File: src/rtl/xor_fold_encoder.sv
// xor_fold_encoder: packs 56-bit payloads into 64-bit frames with a chained XOR-fold check byte
module xor_fold_encoder #(
  parameter bit         CHAIN_EN = 1'b1,
  parameter logic [7:0] SEED     = 8'h00
) (
  input  logic        clk,
  input  logic        reset,
  input  logic        in_valid,
  output logic        in_ready,
  input  logic [55:0] in_data,
  input  logic        in_last,
  output logic        out_valid,
  input  logic        out_ready,
  output logic [63:0] out_data,
  output logic        out_last,
  output logic [15:0] frame_count,
  output logic        busy
);
  logic [64:0] mem_q [2];
  logic [64:0] mem_d [2];
  logic        rd_q, rd_d, wr_q, wr_d;
  logic [1:0]  count_q, count_d;
  logic [7:0]  chain_q, chain_d, fold, check;
  logic        in_ready_q, in_ready_d;
  logic [15:0] frame_count_q, frame_count_d;
  logic        push, pop;
  logic [64:0] head;
  always_comb begin
    fold = in_data[55:48] ^ in_data[47:40] ^ in_data[39:32] ^ in_data[31:24] ^
           in_data[23:16] ^ in_data[15:8] ^ in_data[7:0];
    check = fold ^ (CHAIN_EN ? chain_q : 8'h00);
    push = in_valid && in_ready_q;
    pop = out_valid && out_ready;
    mem_d = mem_q;
    if (push) mem_d[wr_q] = {in_data, check, in_last};
    rd_d = rd_q ^ pop;
    wr_d = wr_q ^ push;
    count_d = count_q + {1'b0, push} - {1'b0, pop};
    in_ready_d = count_d < 2'd2;
    chain_d = push ? (in_last ? SEED : check) : chain_q;
    frame_count_d = pop ? frame_count_q + 16'd1 : frame_count_q;
  end
  always_ff @(posedge clk) begin
    mem_q <= mem_d;
    if (reset) begin
      rd_q <= 1'b0;
      wr_q <= 1'b0;
      count_q <= 2'd0;
      in_ready_q <= 1'b0;
      chain_q <= SEED;
      frame_count_q <= 16'd0;
    end else begin
      rd_q <= rd_d;
      wr_q <= wr_d;
      count_q <= count_d;
      in_ready_q <= in_ready_d;
      chain_q <= chain_d;
      frame_count_q <= frame_count_d;
    end
  end
  always_comb begin
    head = mem_q[rd_q];
    out_valid = count_q != 2'd0;
    out_data = out_valid ? head[64:1] : 64'd0;
    out_last = out_valid && head[0];
    busy = out_valid;
    in_ready = in_ready_q;
    frame_count = frame_count_q;
  end
endmodule

File: config.mk
export PLATFORM = sky130hd
export DESIGN_NAME = xor_fold_encoder
export DESIGN_NICKNAME = d
export VERILOG_FILES = /design/src/rtl/xor_fold_encoder.sv
export SDC_FILE = /design/constraint.sdc
export NUM_CORES = 1
export LEC_CHECK = 0
export BUFFER_PORTS_ARGS = -buffer_cell sky130_fd_sc_hd__clkbuf_2
export CAP_MARGIN = 10
export CORE_ASPECT_RATIO = 0.5
export CORE_MARGIN = 8
export CORE_UTILIZATION = 49
export DETAILED_ROUTE_END_ITERATION = 8
export PLACE_DENSITY_LB_ADDON = 0.1
export SYNTH_ARGS = -nofsm -noshare
export SYNTH_HDL_FRONTEND = slang
export SYNTH_SLANG_ARGS = --single-unit
File: constraint.sdc
create_clock -name clk -period 3.1 [get_ports clk]
set_input_delay 0.62 -clock clk [delete_from_list [all_inputs] [get_ports clk]]
set_output_delay 0.62 -clock clk [all_outputs]
set_load 0.005 [all_outputs]
==> results of run 1 <==
==> logic make-up (layout without fill, tap and decap cells) <==
group                      Yosys count  after routing  share of synthesized area
AOI/OAI and AO/OA                   20             20                     0.0190
xor gates and xnor gates            54             54                      0.102
adders and majority gates            5              5                    0.00923
buffers and inverters               31            194                     0.0188
DFF                                159            159                      0.662
muxes                               65             65                     0.0960
and+or+nand+nor                    136            136                     0.0927
==> flip-flops by register name, summed over array words and instances, names as in the netlist <==
register     flops
mem_q          130
frame_count     16
chain_q          8
count_q          2
in_ready         1
rd_q             1
wr_q             1
==> Yosys cell counts (all sizes together) (2+ instances only) <==
| library cell | instances |
|---|---|
| a21oi | 5 |
| a31oi | 8 |
| buf | 13 |
| clkbuf | 7 |
| dfxtp | 29 |
| edfxtp | 130 |
| ha | 5 |
| inv | 11 |
| mux2i | 65 |
| nand2 | 15 |
| nand3 | 4 |
| nand3b | 8 |
| nand4 | 4 |
| nor2 | 81 |
| nor2b | 2 |
| nor3 | 6 |
| nor4 | 3 |
| o21ai | 2 |
| or2 | 2 |
| or3 | 11 |
| xnor2 | 24 |
| xnor3 | 16 |
| xor2 | 14 |
==> worst max-delay path by stage <==
stage,from,end,slack (ns),depth (start not counted)
after floorplan,in_valid,mem_q[0],0.14,4
after global placement,in_valid,mem_q[76],0.84,5
after detailed placement,in_valid,mem_q[76],0.79,5
after CTS,rd_q,out_data[0],0.57,4
after global routing,rd_q,out_data[0],0.47,4
final,rd_q,out_data[0],0.61,4
==> cell type report <==
class / count / area share
Multi-Input combinational cell: 280 / 0.263
Tap cell: 176 / 0.0264
Sequential cell: 159 / 0.537
Clock buffer: 17 / 0.0509
Clock inverter: 15 / 0.0192
Inverter: 11 / 0.00494
Timing Repair Buffer: 151 / 0.0985
==> where the power goes <==
| part | total (µW) | switching (µW) | internal, µW | leakage, µW |
|---|---|---|---|---|
| Sequential | 2740 | 139 | 2600 | 0.00142 |
| Clock | 2040 | 847 | 1200 | 0.000280 |
| Combinational | 1970 | 1110 | 858 | 0.00150 |
==> layer usage <==
metal	global-route usage	up-vias
li1	-	2000
met1	0.207	1977
met2	0.264	112
met3	0.0469	2
met4	0.0357	0
met5	0	-
==> critical path, cell delays in order (launching register included) <==
cell and delay [ns]:
dfxtp_4 0.60, buf_4 0.38, mux2i_1 0.25, nor2_1 0.08, clkbuf_2 0.13
==> through the flow <==
stage | cell area (µm²) | std cells | hold slack [ns]
final | 8350 | 809 | 0.420
after floorplan | 6780 | 470 | 0.480
after global placement | 7770 | 777 | 0.488
after global routing | 8350 | 809 | 0.414
after detailed placement | 7770 | 777 | 0.501
after CTS | 8350 | 809 | 0.408
==> reports/qor.txt, run 1 <==
WL/cell: 17.8 µm
RSZ-0062 raised after global routing: false
Worst R2R Setup Slack: 1.15 ns
P&R area growth vs syn: 23.3%
hold worst-path end: mem_q[53]
synthesized flop and latch total: 159
GRT Util Overall: 0.160
cell area after synthesis: 0.00678 mm²
most frequent cells in the layout: 144 x clkbuf_2, 130 x edfxtp_1, 80 x nor2_1
Syn Nets: 536
Max H-tree Level: 4
largest net degree at the start of global routing: 66
headroom to the max-slew limit: 0.587
Req. time, crit path: 2.48 ns
Clock Sinks: 159
Mean Syn Cell Area: 14.4 µm²
DRC marker count from the first detailed-route iteration: 216
most common flop cell mapped by yosys: edfxtp_1
cell count after synthesis: 470
Rows: 30
Setup WS pre-CTS: 0.792 ns
met2 WL: 7010 µm
Avg Vias per Cell: 5.06
fin util: 0.618
Overall Power: 6750 µW
ys async rst share: 0
# hold bufs at CTS: 0
Longest Clk Path Bufs: 2
CP arrival: 1.87 ns
post-synth top area share: 0.576
most common cell after layout, fill and taps aside: clkbuf_2
register area: 0.00449 mm²
Max FO, Critical Path: 22
status: finished clean
EDFF count, synth: 130
vias in the first global route: 4179
Core Box Area: 0.0135 mm²
Max VDD drop: 0.473 mV
# diodes: 0
port bufs: 144
Multi-input gate area: 0.00220 mm²
clk_lat worst skew: 0.40 ns
HP Start: in_data[44]
final worst slack: 0.614 ns
Met1 Routed Length: 6480 µm
Die Area: 0.0181 mm²
fin. max-slew vios: 0
reg2reg end: mem_q[95]
crit share post-route: 0.802
r2r startpoint: in_ready
post-CTS sizing: 0
DR WL met3: 911 µm
routed wire length: 14400 µm
clock slew at reported path FFs: 0.06 ns
synth unique cells: 32
CP endpoint kind: output port
first-pass GRT wire length: 22300 µm
post-synthesis sequential area ratio: 0.662
routability cong.: 0.731
worst setup path class: register to output port
Horiz. Die Dim: 182 µm
Synth area leaders: edfxtp_1 58%, mux2i_1 9.6%, dfxtp_1 8.6%
actual slew at the worst max-slew pin: 0.620 ns
clock root buffer: clkbuf_16
Worst setup SP type: register
Hold Path Stages: 1
Residual DRC: 0
initial antenna violation count: 0
# setup viols final: 0
Leak: 0.00321 µW
Hold Path Class: input pin to register
share of post-route cells with drive strength above 1: 0.302
Worst Reg2Reg Path Length in Cells: 4
PD cells: 808 mW/mm²
Setup TNS Final: 0 ns
CTS buffer count: 17
CTS tree: yes
Yosys warnings: 0
Ports: 145
final hold violation count: 0
Fmax: 0.402 GHz
Congestion Overflow GR: 0
DR top layer: met4
Setup Skew: 0.00656 ns
Final #Nets: 686
largest area contributor in the netlist: edfxtp_1
Post-CTS Setup Repair Bufs: 0
Antenna Nets Post-Route: 0
Tmin final: 2.49 ns
Pre-antenna DRT Iters: 4
hpwl dp: 10200 µm
Fillers: 1091
die height: 99.2 µm
via count: 4091
initial core utilization: 0.501
max_cap viols: 0
No activity file was read; power rests on OpenSTA's default activity.
==> run 2: changes to the inputs <==
Clock period 3.1 ns to 2.1 ns, I/O delays scaled along.
==> run 2 against run 1 <==
Clock skew is essentially flat. Die area is the same. Critical path depth is the same. First-iteration DRC count grew 21%. Total power grew 50%.
==> reports/qor.txt, run 2 (synthesis results as in run 1) <==
PD cells: 1200 mW/mm² (+48%)
Ports: 145 (unchanged)
CTS tree: yes
final worst slack: 0.116 ns (-0.499 ns)
routability cong.: 0.717 (-1.9%)
Max stage delay cell, worst path: dfxtp_4
RSZ-0062 raised after global routing: false
slowest stage delay, CP: 0.46 ns (-0.14 ns)
Hold Path Class: input pin to register
fin util: 0.625 (+0.00639)
Pre-antenna DRT Iters: 4 (unchanged)
worst path cell trace: buf_12 > mux2i_1 > nor2_1 > clkbuf_2
Residual DRC: 0 (unchanged)
Leak: 0.00324 µW (+1.1%)
Antenna Nets Post-Route: 0 (unchanged)
Horiz. Die Dim: 182 µm (unchanged)
most common cell after layout, fill and taps aside: clkbuf_2
# diodes: 0 (unchanged)
Most flops, register: mem_q
routed wire length: 14900 µm (+3.4%)
vias in the first global route: 4300 (+2.9%)
Largest register FFs: 130 (unchanged)
Req. time, crit path: 1.68 ns (-0.80 ns)
Setup WS pre-CTS: 0.0717 ns (-0.720 ns)
CP arrival: 1.56 ns (-0.31 ns)
fin. max-slew vios: 0 (unchanged)
Max H-tree Level: 4 (unchanged)
crit share post-route: 0.945
# setup viols final: 0 (unchanged)
worst setup path class: register to output port
initial core utilization: 0.501 (unchanged)
Avg Vias per Cell: 5.06 (about the same)
Max FO, Critical Path: 20 (-9.1%)
Inst Count DP: 778 (+0.13%)
Congestion Overflow GR: 0 (unchanged)
CTS buffer count: 17 (unchanged)
share of post-route cells with drive strength above 1: 0.310 (+0.00871)
max_cap viols: 0 (unchanged)
hpwl dp: 10000 µm (-2.0%)
Setup Skew: 0.00682 ns (+0.000265 ns)
Max VDD drop: 0.663 mV (+40%)
DRC marker count from the first detailed-route iteration: 262 (+21%)
Tmin final: 1.98 ns
Core Box Area: 0.0135 mm² (unchanged)
clock root buffer: clkbuf_16
clock slew at reported path FFs: 0.07 ns (about the same)
final hold violation count: 0 (unchanged)
Rows: 30 (unchanged)
die height: 99.2 µm (unchanged)
status: finished clean
Clock Sinks: 159 (unchanged)
actual slew at the worst max-slew pin: 0.701 ns (+0.0812 ns)
Die Area: 0.0181 mm² (unchanged)
Final #Nets: 694 (+1.2%)
largest net degree at the start of global routing: 66 (unchanged)
first-pass GRT wire length: 23000 µm (+2.9%)
port bufs: 144 (unchanged)
CP endpoint kind: output port
GRT Util Overall: 0.165 (+0.00524)
Worst setup SP type: register
Longest Clk Path Bufs: 2 (unchanged)
Fmax: 0.504 GHz
Layout Cells excl Fill: 817 (+0.99%)
initial antenna violation count: 0 (unchanged)
via count: 4133 (+1.0%)
Setup TNS Final: 0 ns (unchanged)
headroom to the max-slew limit: 0.533 (-0.0541)
P&R area growth vs syn: 24.6%
most frequent cells in the layout: 144 x clkbuf_2, 130 x edfxtp_1, 80 x nor2_1
post-CTS sizing: 0 (unchanged)
WL/cell: 18.3 µm (+2.3%)
clk_lat worst skew: 0.41 ns (about the same)
==> run 2: path summary, 6_finish.rpt <==
check | from | endpoint | slack, ns | cells past startpoint
min reg2reg | frame_count[1] | frame_count[1] | 0.50 | 2
max reg2reg | count_q[1] | in_ready | 0.21 | 10
min | in_data[47] | mem_q[121] | 0.22 | 1
max | rd_q | out_data[2] | 0.12 | 4
==> run 2: what timing repair did <==
action	4_1_cts	5_1_grt
setup endpoints to repair	0	9
hold buffers	0	0
setup buffers	0	7
==> run 2: final cells by class <==
cell class                 instances  area, µm²
clock buffer                      18        429
clock inverter                    14        158
fill                            1059       5070
inverter                          11       41.3
multi-input combinational        280       2200
sequential                       159       4490
tap                              176        220
timing repair buffer             159        908
==> run 2: report_power, final <==
part	total, µW	internal (µW)	switching [µW]
registers	4010	3840	162
clock network	3040	1770	1270
logic	3070	1360	1710
total	10100	6970	3150
==> run 2: metrics by stage <==
stage          area (µm²)  power (µW)  hold WS, ns
6_report             8440       10100        0.217
5_1_grt              8440       10700        0.204
4_1_cts              8390       10200        0.202
3_5_place_dp         7800        7150        0.498
3_3_place_gp         7800        7120        0.489
2_1_floorplan        6780        5750        0.480
==> run 2: worst max-delay path: cells and delay by family (launching register included) <==
family,cells,cell delay [ns]
multiplexers,1,0.23
buffers and inverters,2,0.36
AND/OR/NAND/NOR,1,0.08
flip-flops,1,0.46
==> run 2: layer usage <==
metal,up-vias,global-route usage,wire length (µm)
li1,2024,-,-
met1,1991,0.209,6570
met2,105,0.272,7200
met3,13,0.0491,1000
met4,0,0.0507,146
met5,-,0,0
